[config.mk]
export PLATFORM = sky130hd
export DESIGN_NAME = uart_tx_8n1
export DESIGN_NICKNAME = d
export VERILOG_FILES = /design/src/rtl/uart_tx_8n1.sv
export SDC_FILE = /design/constraint.sdc
export NUM_CORES = 1
export LEC_CHECK = 0
export CAP_MARGIN = 30
export CORE_UTILIZATION = 35
export DETAILED_ROUTE_END_ITERATION = 10
export PLACE_DENSITY = 0.58
export SLEW_MARGIN = 10
export SYNTH_ARGS = -nofsm -noshare
export SYNTH_HDL_FRONTEND = slang
export SYNTH_SLANG_ARGS = --single-unit
[constraint.sdc]
create_clock -name clk -period 3.38 [get_ports clk]
set_clock_uncertainty 0.05 [all_clocks]
set_input_delay 0.338 -clock clk [delete_from_list [all_inputs] [get_ports clk]]
set_output_delay 0.338 -clock clk [all_outputs]
set_load 0.1 [all_outputs]
[src/rtl/uart_tx_8n1.sv]
// 8N1 UART transmitter: one start bit, eight data bits LSB first, one stop bit.
// Each bit is held for CLKS_PER_BIT clk cycles; busy and uart_tx come straight from flops.
module uart_tx_8n1 #(
    parameter int CLKS_PER_BIT = 434
) (
    input  logic       clk,
    input  logic       reset,
    input  logic [7:0] data,
    input  logic       start,
    output logic       busy,
    output logic       uart_tx
);

    // A one-cycle bit period still needs a 1-bit counter so the compare is well formed.
    localparam int CNT_W = (CLKS_PER_BIT > 1) ? $clog2(CLKS_PER_BIT) : 1;
    localparam logic [CNT_W-1:0] LAST_CYCLE = CNT_W'(CLKS_PER_BIT - 1);

    typedef enum logic [1:0] {
        IDLE,
        START,
        DATA,
        STOP
    } state_t;

    state_t           state;
    state_t           state_next;
    logic [CNT_W-1:0] cycle_cnt;
    logic [CNT_W-1:0] cycle_cnt_next;
    logic [2:0]       bit_idx;
    logic [2:0]       bit_idx_next;
    logic [7:0]       shift_reg;
    logic [7:0]       shift_reg_next;
    logic             tx_next;
    logic             busy_next;
    logic             bit_done;

    assign bit_done = (cycle_cnt == LAST_CYCLE);

    always_ff @(posedge clk) begin
        if (reset) begin
            state     <= IDLE;
            cycle_cnt <= '0;
            bit_idx   <= '0;
            shift_reg <= '0;
            uart_tx   <= 1'b1;
            busy      <= 1'b0;
        end else begin
            state     <= state_next;
            cycle_cnt <= cycle_cnt_next;
            bit_idx   <= bit_idx_next;
            shift_reg <= shift_reg_next;
            uart_tx   <= tx_next;
            busy      <= busy_next;
        end
    end

    // Next-state logic computes the value the line takes on the coming edge, so the
    // serial output changes exactly on each bit boundary with no input-to-output path.
    always_comb begin
        state_next     = state;
        cycle_cnt_next = cycle_cnt;
        bit_idx_next   = bit_idx;
        shift_reg_next = shift_reg;
        tx_next        = uart_tx;
        busy_next      = busy;

        case (state)
            IDLE: begin
                tx_next        = 1'b1;
                busy_next      = 1'b0;
                cycle_cnt_next = '0;
                bit_idx_next   = '0;
                if (start) begin
                    shift_reg_next = data;
                    state_next     = START;
                    busy_next      = 1'b1;
                    tx_next        = 1'b0;
                end
            end

            START: begin
                if (bit_done) begin
                    cycle_cnt_next = '0;
                    bit_idx_next   = '0;
                    tx_next        = shift_reg[0];
                    state_next     = DATA;
                end else begin
                    cycle_cnt_next = cycle_cnt + CNT_W'(1);
                end
            end

            // The shift register is consumed from the bottom, so bit 1 is always the next bit.
            DATA: begin
                if (bit_done) begin
                    cycle_cnt_next = '0;
                    if (bit_idx == 3'd7) begin
                        tx_next    = 1'b1;
                        state_next = STOP;
                    end else begin
                        bit_idx_next   = bit_idx + 3'd1;
                        shift_reg_next = {1'b0, shift_reg[7:1]};
                        tx_next        = shift_reg[1];
                    end
                end else begin
                    cycle_cnt_next = cycle_cnt + CNT_W'(1);
                end
            end

            STOP: begin
                if (bit_done) begin
                    cycle_cnt_next = '0;
                    state_next     = IDLE;
                    busy_next      = 1'b0;
                    tx_next        = 1'b1;
                end else begin
                    cycle_cnt_next = cycle_cnt + CNT_W'(1);
                end
            end

            default: begin
                state_next = IDLE;
                tx_next    = 1'b1;
                busy_next  = 1'b0;
            end
        endcase
    end

endmodule

---- Word-level counts from Yosys, hierarchy flattened ----
Index checks and enable logic that the tools add are counted.
storage, ports and cells
  flip-flop bits (word level) ............. 24
  input bits .............................. 11
  output and inout bits ................... 2
  word-level logic and storage cells ...... 54
cells by class
  add/sub/neg operators ................... 2
  equal/unequal tests ..................... 11
  multiplexer cells ....................... 25
  reduce and logical (&&, ||, !) cells .... 10
operators with widths
  kind                   count
  $mux W8                3
  $pmux W9 S2            1
  $pmux W8 S2            1
  $ne A2 B2 Y1 const B   6
  $mux W2                5
  $add A9 B1 Y9 const B  1
  $eq A9 B9 Y1 const B   1
  $mux W3                3
  $mux W9                1
  $pmux W3 S3            1
  $pmux W2 S4            1
  $reduce_and A4 Y1      2
  $mux W1                7
  $reduce_and A5 Y1      1
  $eq A2 B2 Y1 const B   2
  $pmux W1 S4            1
  $reduce_bool A2 Y1     2
  $add A3 B1 Y3 const B  1
  $eq A3 B3 Y1 const B   1
  $reduce_and A3 Y1      1
  $reduce_bool A3 Y1     1
  $reduce_or A3 Y1       1
  $eq A2 B1 Y1 const B   1
  $logic_not A2 Y1       1
  other kinds (2)        2

---- Longest topological paths before layout ----
Gate-level depths: netlist of the first run.
  word-level depth ........................ 4
  gate-level depth with buffers ........... 8
  gate-level depth less buffers ........... 6

---- Least setup slack after synthesis of the first run ----
No wires, ideal clock.
  path kind ............................... register -> register
  from .................................... register state[0]
  to ...................................... register shift_reg[4]
  setup time .............................. 0.135 ns
  arrival ................................. 1.491 ns
  required time ........................... 3.195 ns
  slack ................................... 1.705 ns
  stages on the path, launching flop included .. 9
  buffers on the path ..................... 2
  period minus slack after synthesis ...... 1.675 ns
  cells stage by stage .................... dfxtp_1 inv_1 ha_1 clkbuf_1 nor2b_1 a41o_2 buf_8 a21oi_2 a311oi_2
between the ends
  word-level cells in the longest chain between the ends .. 3
  elaborated cells on any way between the ends .. 8
  those cells by class .................... eq/ne: 4; mux: 1; reduce/logical: 3
ends and longest elaborated chain
  item                                                                 RTL line  RTL
  start: declaration                                                   25        state_t state;
  start signal: assignment                                             48        state <= state_next;
  $eq A2 B2 Y1 / $logic_not A2 Y1 (equally long branches)              67        case (state)
  $ne A2 B2 Y1 (no line) / $reduce_bool A2 Y1 (equally long branches)  n/a
  $reduce_and A4 Y1 (no line)                                          n/a
  end signal: assignment                                               51        shift_reg <= shift_reg_next;
  end: declaration                                                     31        logic [7:0] shift_reg;
Several ways; a longest one is shown, not always the timed one.
A chain may end at the register's enable or synchronous reset.

---- Worst setup path in the final report of the first run ----
  from .................................... register uart_tx
  to ...................................... output port uart_tx
RTL lines
  item                      RTL line  RTL
  start: declaration        11        output logic uart_tx
  start signal: assignment  52        uart_tx <= tx_next;
No word-level cell between the ends.

==> results of run 1 <==
==> cell usage in the layout (no fill, tap or decap), drive strengths merged, types with 3 or more instances in the layout <==
cell and count:
a21oi 9, nand2b 3, nand3 4, clkbuf 3, xnor2 5, inv 8, clkdlybuf4s50 12, nor2 12
and3 3, ha 8, dfxtp 24, a311oi 7, mux2i 7, o21ai 4
==> cells in the mapped netlist, types with 2 or more instances <==
cell type / instances / area (um^2)
a21oi_1: 7 / 35.0
a21oi_2: 2 / 17.5
a221oi_1: 2 / 17.5
a22o_1: 2 / 17.5
a311oi_1: 5 / 43.8
a311oi_2: 2 / 30.0
and3_1: 2 / 12.5
buf_2: 2 / 10.0
clkbuf_1: 2 / 7.51
dfxtp_1: 24 / 480
ha_1: 8 / 100
inv_1: 8 / 30.0
mux2i_1: 7 / 70.1
nand2_1: 2 / 7.51
nand2b_1: 3 / 18.8
nand3_1: 4 / 20.0
nand3b_1: 2 / 15.0
nor2_1: 12 / 45.0
o21ai_0: 4 / 20.0
xnor2_1: 5 / 43.8
xor2_1: 2 / 17.5
==> worst reg2reg max path, delay by kind of cell (launching register included) <==
| family | cells | cell delay [ps] |
|---|---|---|
| compound gates | 3 | 790 |
| fa+ha+maj | 1 | 590 |
| buf+inv | 1 | 100 |
| flops | 1 | 360 |
| simple gates | 1 | 140 |
==> final cells by class <==
class | count | area share (%)
multi-input combinational | 88 | 48.2
tap | 46 | 4.03
clock inverter | 1 | 2.10
inverter | 8 | 2.10
sequential | 24 | 33.6
clock buffer | 3 | 1.58
timing repair buffer | 12 | 8.41
==> layer usage <==
| layer | share of wire, % | up-vias | global-route usage (%) |
|---|---|---|---|
| li1 | - | 482 | - |
| met1 | 49 | 435 | 17.4 |
| met2 | 46 | 12 | 22.4 |
| met3 | 2.6 | 4 | 2.10 |
| met4 | 2.0 | 0 | 8.25 |
| met5 | 0 | - | 0 |
==> worst max path at each step <==
stage | slack, ps | cells after the start | start | end
2_1_floorplan | 1700 | 8 | state[0]$_SDFFE_PP0P_ | shift_reg[4]$_SDFFE_PP0P_
3_3_place_gp | 1320 | 5 | start | state[1]$_SDFFE_PP0P_
3_5_place_dp | 1230 | 5 | start | state[1]$_SDFFE_PP0P_
4_1_cts | 1130 | 1 | uart_tx$_SDFFE_PP1P_ | uart_tx
5_1_grt | 1080 | 6 | state[0]$_SDFFE_PP0P_ | uart_tx$_SDFFE_PP1P_
6_report | 1150 | 1 | uart_tx$_SDFFE_PP1P_ | uart_tx
==> per-stage QoR <==
stage / power, mW / worst slack (ps) / area, um^2 / hold slack, ps / cells
floorplan: 0.869 / 1700 / 1240 / 379 / 126
global placement: 0.909 / 1320 / 1380 / 392 / 178
detailed placement: 0.932 / 1230 / 1380 / 420 / 178
CTS: 1.15 / 1130 / 1430 / 440 / 182
global route: 1.21 / 1080 / 1430 / 480 / 182
finish: 1.14 / 1150 / 1430 / 438 / 182
==> kinds of logic after synthesis <==
family / after synthesis
mux: 8
simple gates: 34
fa+ha+maj: 8
buf+inv: 14
flops: 24
compound gates: 31
xor+xnor: 7
==> power groups by stage <==
stage	Sequential [mW]	Clock [mW]	Combinational, mW
after global routing	0.411	0.225	0.578
after floorplan	0.458	0	0.411
after global placement	0.405	0	0.504
final	0.401	0.210	0.525
after CTS	0.401	0.217	0.528
after detailed placement	0.407	0	0.525
==> flow_summary.json, run 1 <==
{
  "status": "complete, no violations",
  "cpPeakStageDelay_ps": 1150,
  "relSlewSlack_pct": 34.9,
  "postSynthAreaPerCell_um2": 9.88,
  "async_flop_share_pct": 0,
  "yosys.area_share.simple_pct": 16.2,
  "p_switching_mw": 0.461,
  "rsz0062_at_grt": "false",
  "switching_share_pct": 40.6,
  "crit_chain": "clkdlybuf4s50_1",
  "yosysWarnings": 0,
  "clock_sinks": 24,
  "slowest_stage": "clkdlybuf4s50_1",
  "multiInputGateArea_um2": 688,
  "final-seq-area_um2": 480,
  "min_path_cells": 2,
  "drt_iter0_markers": 16,
  "worst_hold_path_type": "reg2reg",
  "synth_edf_count": 0,
  "timing.fmax_mhz": 448,
  "n_antenna_cell": 0,
  "r2r_end": "uart_tx$_SDFFE_PP1P_",
  "grt_overflow": 0,
  "ctsResizeCount": 0,
  "root_buffer": "clkbuf_4",
  "place_hpwl_mm": 1.72,
  "post_cts_buffers": 0,
  "cts.clk_slew.worst_paths_ps": 140,
  "ys_types": 40,
  "min_period_ps": 2230,
  "clk_latency_ps": 320,
  "synth_top_family_by_area": "compound AO/OA/AOI/OAI gates",
  "area.growth.synth_to_final_pct": 14.8,
  "syn_nets": 145,
  "drv_cap": 0,
  "hold_end": "busy$_SDFFE_PP0P_",
  "grtUsageTotal_pct": 13.9,
  "postSynthCellCount": 126,
  "grt_pass1_wl_mm": 3.85,
  "ios": 13,
  "grt_antenna_before_repair": 0,
  "n_fill_cell": 353,
  "largest_reg_flops": 9,
  "core_um2": 3360,
  "synth_xor_xnor_area_share_pct": 4.92,
  "die_h_um": 61.6,
  "avgViaCountPerCell": 5.13,
  "synthMuxAreaShare_pct": 6.53,
  "power_density_nw_per_um2": 795,
  "setup_violations": 0,
  "critPathLaunchType": "flip-flop",
  "dr.pass1.iters": 4,
  "synth-seq-cells": 24,
  "port_buffers": 12,
  "combPwrFrac_pct": 46.2,
  "seq_power_share_pct": 35.3,
  "critical_path.max_fanout": 2,
  "grt_pass1_vias": 913,
  "cts.hold.buffers_added": 0,
  "crit_family": "buffers and inverters",
  "layout-drive-gt1-share_pct": 9.56,
  "syn-cell-area_um2": 1240,
  "numCtsBuffers": 3,
  "seq_area_frac_synth_pct": 38.6,
  "via_count": 933,
  "rows": 21,
  "cts_htree_levels": 1,
  "cellInternalPower_mw": 0.675,
  "min_period_over_period_pct": 66.0,
  "wl_per_cell_um": 12.7,
  "die_x_um": 61.6,
  "final-max-slew-violation-count": 0,
  "ant_nets": 0,
  "nets": 156,
  "r2r_start": "state[0]$_SDFFE_PP0P_",
  "rr_worst_depth": 6,
  "clock_path_buffers": 2,
  "cp_data_arrival_time_ps": 1840,
  "finalHoldViolCount": 0,
  "wirelength_mm": 2.30,
  "irDropWorstVdd_mv": 0.373,
  "crit_type": "reg2out",
  "p_leak_nw": 0.512,
  "die_area_um2": 3800,
  "ys.flop_type": "dfxtp_1",
  "r2r_slack_ps": 1270,
  "crit_buf_inv": 1,
  "grt_start_max_net_pins": 16,
  "initial_utilization_pct": 37.0,
  "setup_tns_ps": 0,
  "p_clk_share_pct": 18.5,
  "drc_errors": 0,
  "worstPathRequired_ps": 2990,
  "end_kind": "output pin",
  "fin_util_pct": 42.5,
  "worst_pin_slew_ps": 973,
  "synthAdderAreaFrac_pct": 8.04,
  "synth-compound-area-share_pct": 19.6,
  "hold_start": "busy$_SDFFE_PP0P_",
  "cts_tree": "done",
  "routabilityCongestion": 0.751
}
Note: power is estimated with default switching activity, not from simulation.
==> run 2, diff against run 1 <==
--- a/config.mk
+++ b/config.mk
@@ -8,7 +8,7 @@
 export CAP_MARGIN = 30
 export CORE_UTILIZATION = 35
 export DETAILED_ROUTE_END_ITERATION = 10
-export PLACE_DENSITY = 0.58
+export PLACE_DENSITY = 0.6
 export SLEW_MARGIN = 10
 export SYNTH_ARGS = -nofsm -noshare
 export SYNTH_HDL_FRONTEND = slang
==> constraint.sdc (replaced) <==
create_clock -name clk -period 1.8 [get_ports clk]
set_clock_uncertainty 0.05 [all_clocks]
set_input_delay 0.18 -clock clk [delete_from_list [all_inputs] [get_ports clk]]
set_output_delay 0.18 -clock clk [all_outputs]
set_load 0.1 [all_outputs]
==> run 2 against run 1 <==
Compared with the run above: clock-buffer cell count is the same; critical endpoint is now bit_idx[0]$_SDFFE_PP0P_; routed wire length grew 11%; utilization grew 2.4 points; design area grew 5.7%; flip-flop and latch count is the same; via count grew 5.9%; hold slack lost 7.5 ps; largest power group unchanged.
==> flow_summary.json, run 2 (synthesis results as in run 1) <==
{
  "worst_hold_path_type": "reg2reg",
  "root_buffer": "clkbuf_4",
  "setup_tns_ps": 0,
  "worst_pin_slew_ps": 371,
  "min_period_over_period_pct": 97.7,
  "ios": 13,
  "fin_util_pct": 44.9,
  "power_density_nw_per_um2": 1450,
  "fin_area_um2": 1510,
  "place_ws_ps": 39.5,
  "nets": 166,
  "r2r_slack_ps": 40,
  "area.growth.synth_to_final_pct": 21.3,
  "die_x_um": 61.6,
  "grt_start_max_net_pins": 16,
  "core_um2": 3360,
  "place_hpwl_mm": 1.79,
  "routabilityCongestion": 0.755,
  "avgViaCountPerCell": 5.17,
  "min_period_ps": 1760,
  "cts_htree_levels": 1,
  "clock_sinks": 24,
  "relSlewSlack_pct": 75.2,
  "mostFrequentLayoutCells": "23 x dfxtp_1, 12 x nor2_1, 11 x buf_4, 10 x clkdlybuf4s50_1, 8 x inv_1",
  "layout-drive-gt1-share_pct": 21.4,
  "dp_cells": 186,
  "cp_data_arrival_time_ps": 1970,
  "status": "complete, no violations",
  "grt_overflow": 0,
  "place_area_um2": 1430,
  "initial_utilization_pct": 37.0,
  "grtUsageTotal_pct": 13.9,
  "critical_path.max_fanout": 5,
  "finalHoldViolCount": 0,
  "clk_latency_ps": 310,
  "dr.pass1.iters": 4,
  "cts_tree": "done",
  "n_fill_cell": 364,
  "fin_cells": 191,
  "grt_pass1_vias": 892,
  "die_area_um2": 3800,
  "grt_pass1_wl_mm": 3.82,
  "rsz0062_at_grt": "true",
  "grt_antenna_before_repair": 0,
  "drc_errors": 0,
  "die_h_um": 61.6,
  "n_antenna_cell": 0,
  "final-max-slew-violation-count": 0,
  "wl_per_cell_um": 13.4,
  "drt_iter0_markers": 31,
  "drv_cap": 0,
  "timing.fmax_mhz": 569,
  "ant_nets": 0,
  "cts.hold.buffers_added": 0,
  "critPathLaunchType": "flip-flop",
  "wirelength_mm": 2.56,
  "setup_violations": 0,
  "via_count": 988,
  "worst_slack_ps": 42.2,
  "mostFrequentLayoutCell": "dfxtp_1",
  "largest_reg_flops": 9,
  "rows": 21,
  "cts.clk_slew.worst_paths_ps": 130,
  "fin_total_pwr_mw": 2.20,
  "crit_type": "reg2reg",
  "port_buffers": 12,
  "worstPathRequired_ps": 2020,
  "irDropWorstVdd_mv": 0.878,
  "numCtsBuffers": 3,
  "fin_hold_ws_ps": 430,
  "clock_path_buffers": 2,
  "end_kind": "flip-flop",
  "p_leak_nw": 0.560
}
==> run 2: final timing paths <==
path | start | to | cells after the start
setup reg to reg | cycle_cnt[3]$_SDFF_PP0_ | bit_idx[0]$_SDFFE_PP0P_ | 5
hold reg to reg | cycle_cnt[0]$_SDFF_PP0_ | cycle_cnt[0]$_SDFF_PP0_ | 1
hold / removal | cycle_cnt[0]$_SDFF_PP0_ | cycle_cnt[0]$_SDFF_PP0_ | 1
setup / recovery | cycle_cnt[3]$_SDFF_PP0_ | bit_idx[0]$_SDFFE_PP0P_ | 5
==> run 2: layer usage <==
| metal | vias to the layer above | share of wire (%) | global-route usage (%) |
|---|---|---|---|
| met5 | - | 0 | 0 |
| met3 | 6 | 3.9 | 3.78 |
| met1 | 461 | 46 | 17.3 |
| met4 | 0 | 2.5 | 3.81 |
| met2 | 19 | 48 | 23.5 |
| li1 | 502 | - | - |
==> run 2: layout make-up <==
class | instances | area (um^2) | area share [%]
repair buffers | 21 | 183 | 12.1
inverters | 8 | 30.0 | 1.99
multi-input cells | 89 | 736 | 48.7
well taps | 46 | 57.6 | 3.81
clock buffers | 3 | 22.5 | 1.49
flip-flops and latches | 24 | 482 | 31.9
==> run 2: critical path, cell delays in order, from the launching register on <==
cell	delay (ps)
dfxtp_1	390
nor4b_4	430
buf_4	190
and2_1	180
nor3b_2	270
mux2_2	190
==> run 2: timing repair <==
action / CTS / global route
setup buffers: 0 / 1
resized for setup: 0 / 9
setup endpoints to repair: 0 / 13
==> run 2: report_power, final <==
group | internal, mW | total (mW) | switching (mW)
Sequential | 0.668 | 0.756 | 0.0884
Clock | 0.0783 | 0.234 | 0.156
Combinational | 0.520 | 1.20 | 0.685
Total | 1.27 | 2.20 | 0.929
==> run 3, diff against run 2 <==
--- a/config.mk
+++ b/config.mk
@@ -9,6 +9,7 @@
 export CORE_UTILIZATION = 35
 export DETAILED_ROUTE_END_ITERATION = 10
 export PLACE_DENSITY = 0.6
+export REMOVE_ABC_BUFFERS = 1
 export SLEW_MARGIN = 10
 export SYNTH_ARGS = -nofsm -noshare
 export SYNTH_HDL_FRONTEND = slang
==> run 3 against run 2 <==
Compared with the run above: critical path depth up 1; design area up 0.50%; global-route usage about the same; clock power up 24%; critical path type unchanged; utilization up 0.22 points; sequential power about the same; critical endpoint is now shift_reg[5]$_SDFFE_PP0P_; maximum frequency up 2.6%.
==> flow_summary.json, run 3 (synthesis results as in run 1) <==
{
  "irDropWorstVdd_mv": 0.558,
  "area.growth.synth_to_final_pct": 21.9,
  "rsz0062_at_grt": "false",
  "drt_iter0_markers": 22,
  "grt_pass1_vias": 853,
  "routabilityCongestion": 0.812,
  "drc_errors": 0,
  "fin_total_pwr_mw": 2.20,
  "grt_overflow": 0,
  "setup_tns_ps": 0,
  "worst_pin_slew_ps": 414,
  "critical_path.max_fanout": 15,
  "avgViaCountPerCell": 5.15,
  "clock_path_buffers": 2,
  "wirelength_mm": 2.34,
  "place_ws_ps": 68.3,
  "core_um2": 3360,
  "rows": 21,
  "worst_hold_path_type": "reg2reg",
  "ant_nets": 0,
  "wl_per_cell_um": 12.1,
  "clk_latency_ps": 320,
  "final-max-slew-violation-count": 0,
  "fin_area_um2": 1520,
  "cts_htree_levels": 1,
  "cts.clk_slew.worst_paths_ps": 130,
  "timing.fmax_mhz": 584,
  "setup_violations": 0,
  "mostFrequentLayoutCells": "24 x dfxtp_1, 12 x nor2_1, 12 x buf_4, 10 x clkdlybuf4s50_1, 8 x inv_1",
  "power_density_nw_per_um2": 1450,
  "grtUsageTotal_pct": 13.8,
  "finalHoldViolCount": 0,
  "port_buffers": 12,
  "via_count": 993,
  "cts_tree": "done",
  "fin_util_pct": 45.1,
  "cp_data_arrival_time_ps": 1900,
  "min_period_ps": 1710,
  "worstPathRequired_ps": 1990,
  "min_period_over_period_pct": 95.2,
  "numCtsBuffers": 3,
  "n_antenna_cell": 0,
  "ios": 13,
  "nets": 167,
  "grt_pass1_wl_mm": 3.80,
  "worst_slack_ps": 87.2,
  "n_fill_cell": 353,
  "place_area_um2": 1440,
  "die_area_um2": 3800,
  "grt_start_max_net_pins": 16,
  "end_kind": "flip-flop",
  "die_x_um": 61.6,
  "p_leak_nw": 0.566,
  "relSlewSlack_pct": 72.4,
  "status": "complete, no violations",
  "layout-drive-gt1-share_pct": 19.7,
  "dr.pass1.iters": 3,
  "critPathLaunchType": "flip-flop",
  "root_buffer": "clkbuf_4",
  "grt_antenna_before_repair": 0,
  "mostFrequentLayoutCell": "dfxtp_1",
  "largest_reg_flops": 9,
  "die_h_um": 61.6,
  "r2r_slack_ps": 90,
  "crit_type": "reg2reg",
  "drv_cap": 0,
  "clock_sinks": 24,
  "initial_utilization_pct": 37.0,
  "cts.hold.buffers_added": 0,
  "place_hpwl_mm": 1.80
}
## run 3: cell types whose count changed in the layout (fill, tap and decap cells not counted), sizes merged
cell | previous run | this run
buf | 11 | 13
a41o | 2 | 1
clkbuf | 3 | 4
## run 3: final cells by class
| cell class | instances | area, um^2 | share of cell area, % |
|---|---|---|---|
| tap | 46 | 57.6 | 3.79 |
| clock buffer | 4 | 36.3 | 2.39 |
| sequential | 24 | 480 | 31.7 |
| timing repair buffer | 23 | 201 | 13.3 |
| multi-input combinational | 88 | 712 | 46.9 |
| inverter | 8 | 30.0 | 1.98 |
## run 3: power by group
| part | leakage [nW] | internal [mW] | switching, mW |
|---|---|---|---|
| registers | 0.196 | 0.665 | 0.0870 |
| clock network | 0.0210 | 0.124 | 0.165 |
| logic | 0.348 | 0.507 | 0.647 |
| total | 0.566 | 1.30 | 0.900 |
## run 3: what timing repair did
item                       in CTS  in global routing
setup buffers                   0                  2
setup endpoints to repair       0                 14
resized for setup               0                  5
## run 3: per-stage QoR
step / hold slack [ps] / cells
2_1_floorplan: 198 / 120
3_3_place_gp: 392 / 187
3_5_place_dp: 402 / 187
4_1_cts: 433 / 191
5_1_grt: 456 / 193
6_report: 429 / 193
## run 3: worst paths after layout
path / startpoint / endpoint / cells past startpoint
worst max-delay path: state[1]$_SDFFE_PP0P_ / shift_reg[5]$_SDFFE_PP0P_ / 6
worst min-delay path: cycle_cnt[0]$_SDFF_PP0_ / cycle_cnt[0]$_SDFF_PP0_ / 1
worst max register to register: state[1]$_SDFFE_PP0P_ / shift_reg[5]$_SDFFE_PP0P_ / 6
worst min register to register: cycle_cnt[0]$_SDFF_PP0_ / cycle_cnt[0]$_SDFF_PP0_ / 1
## run 3: critical path: stages, from the launching register on
cell and delay (ps):
dfxtp_1 410, inv_1 80, ha_1 230, nor2b_1 170, a41o_4 310, buf_4 160
a311oi_2 220
## run 3: per-layer routing
layer	GRT usage (%)	wire length [um]	vias up
li1	-	-	504
met1	17.9	1150	468
met2	21.8	1050	15
met3	2.94	73	6
met4	6.67	63	0
met5	0	0	-
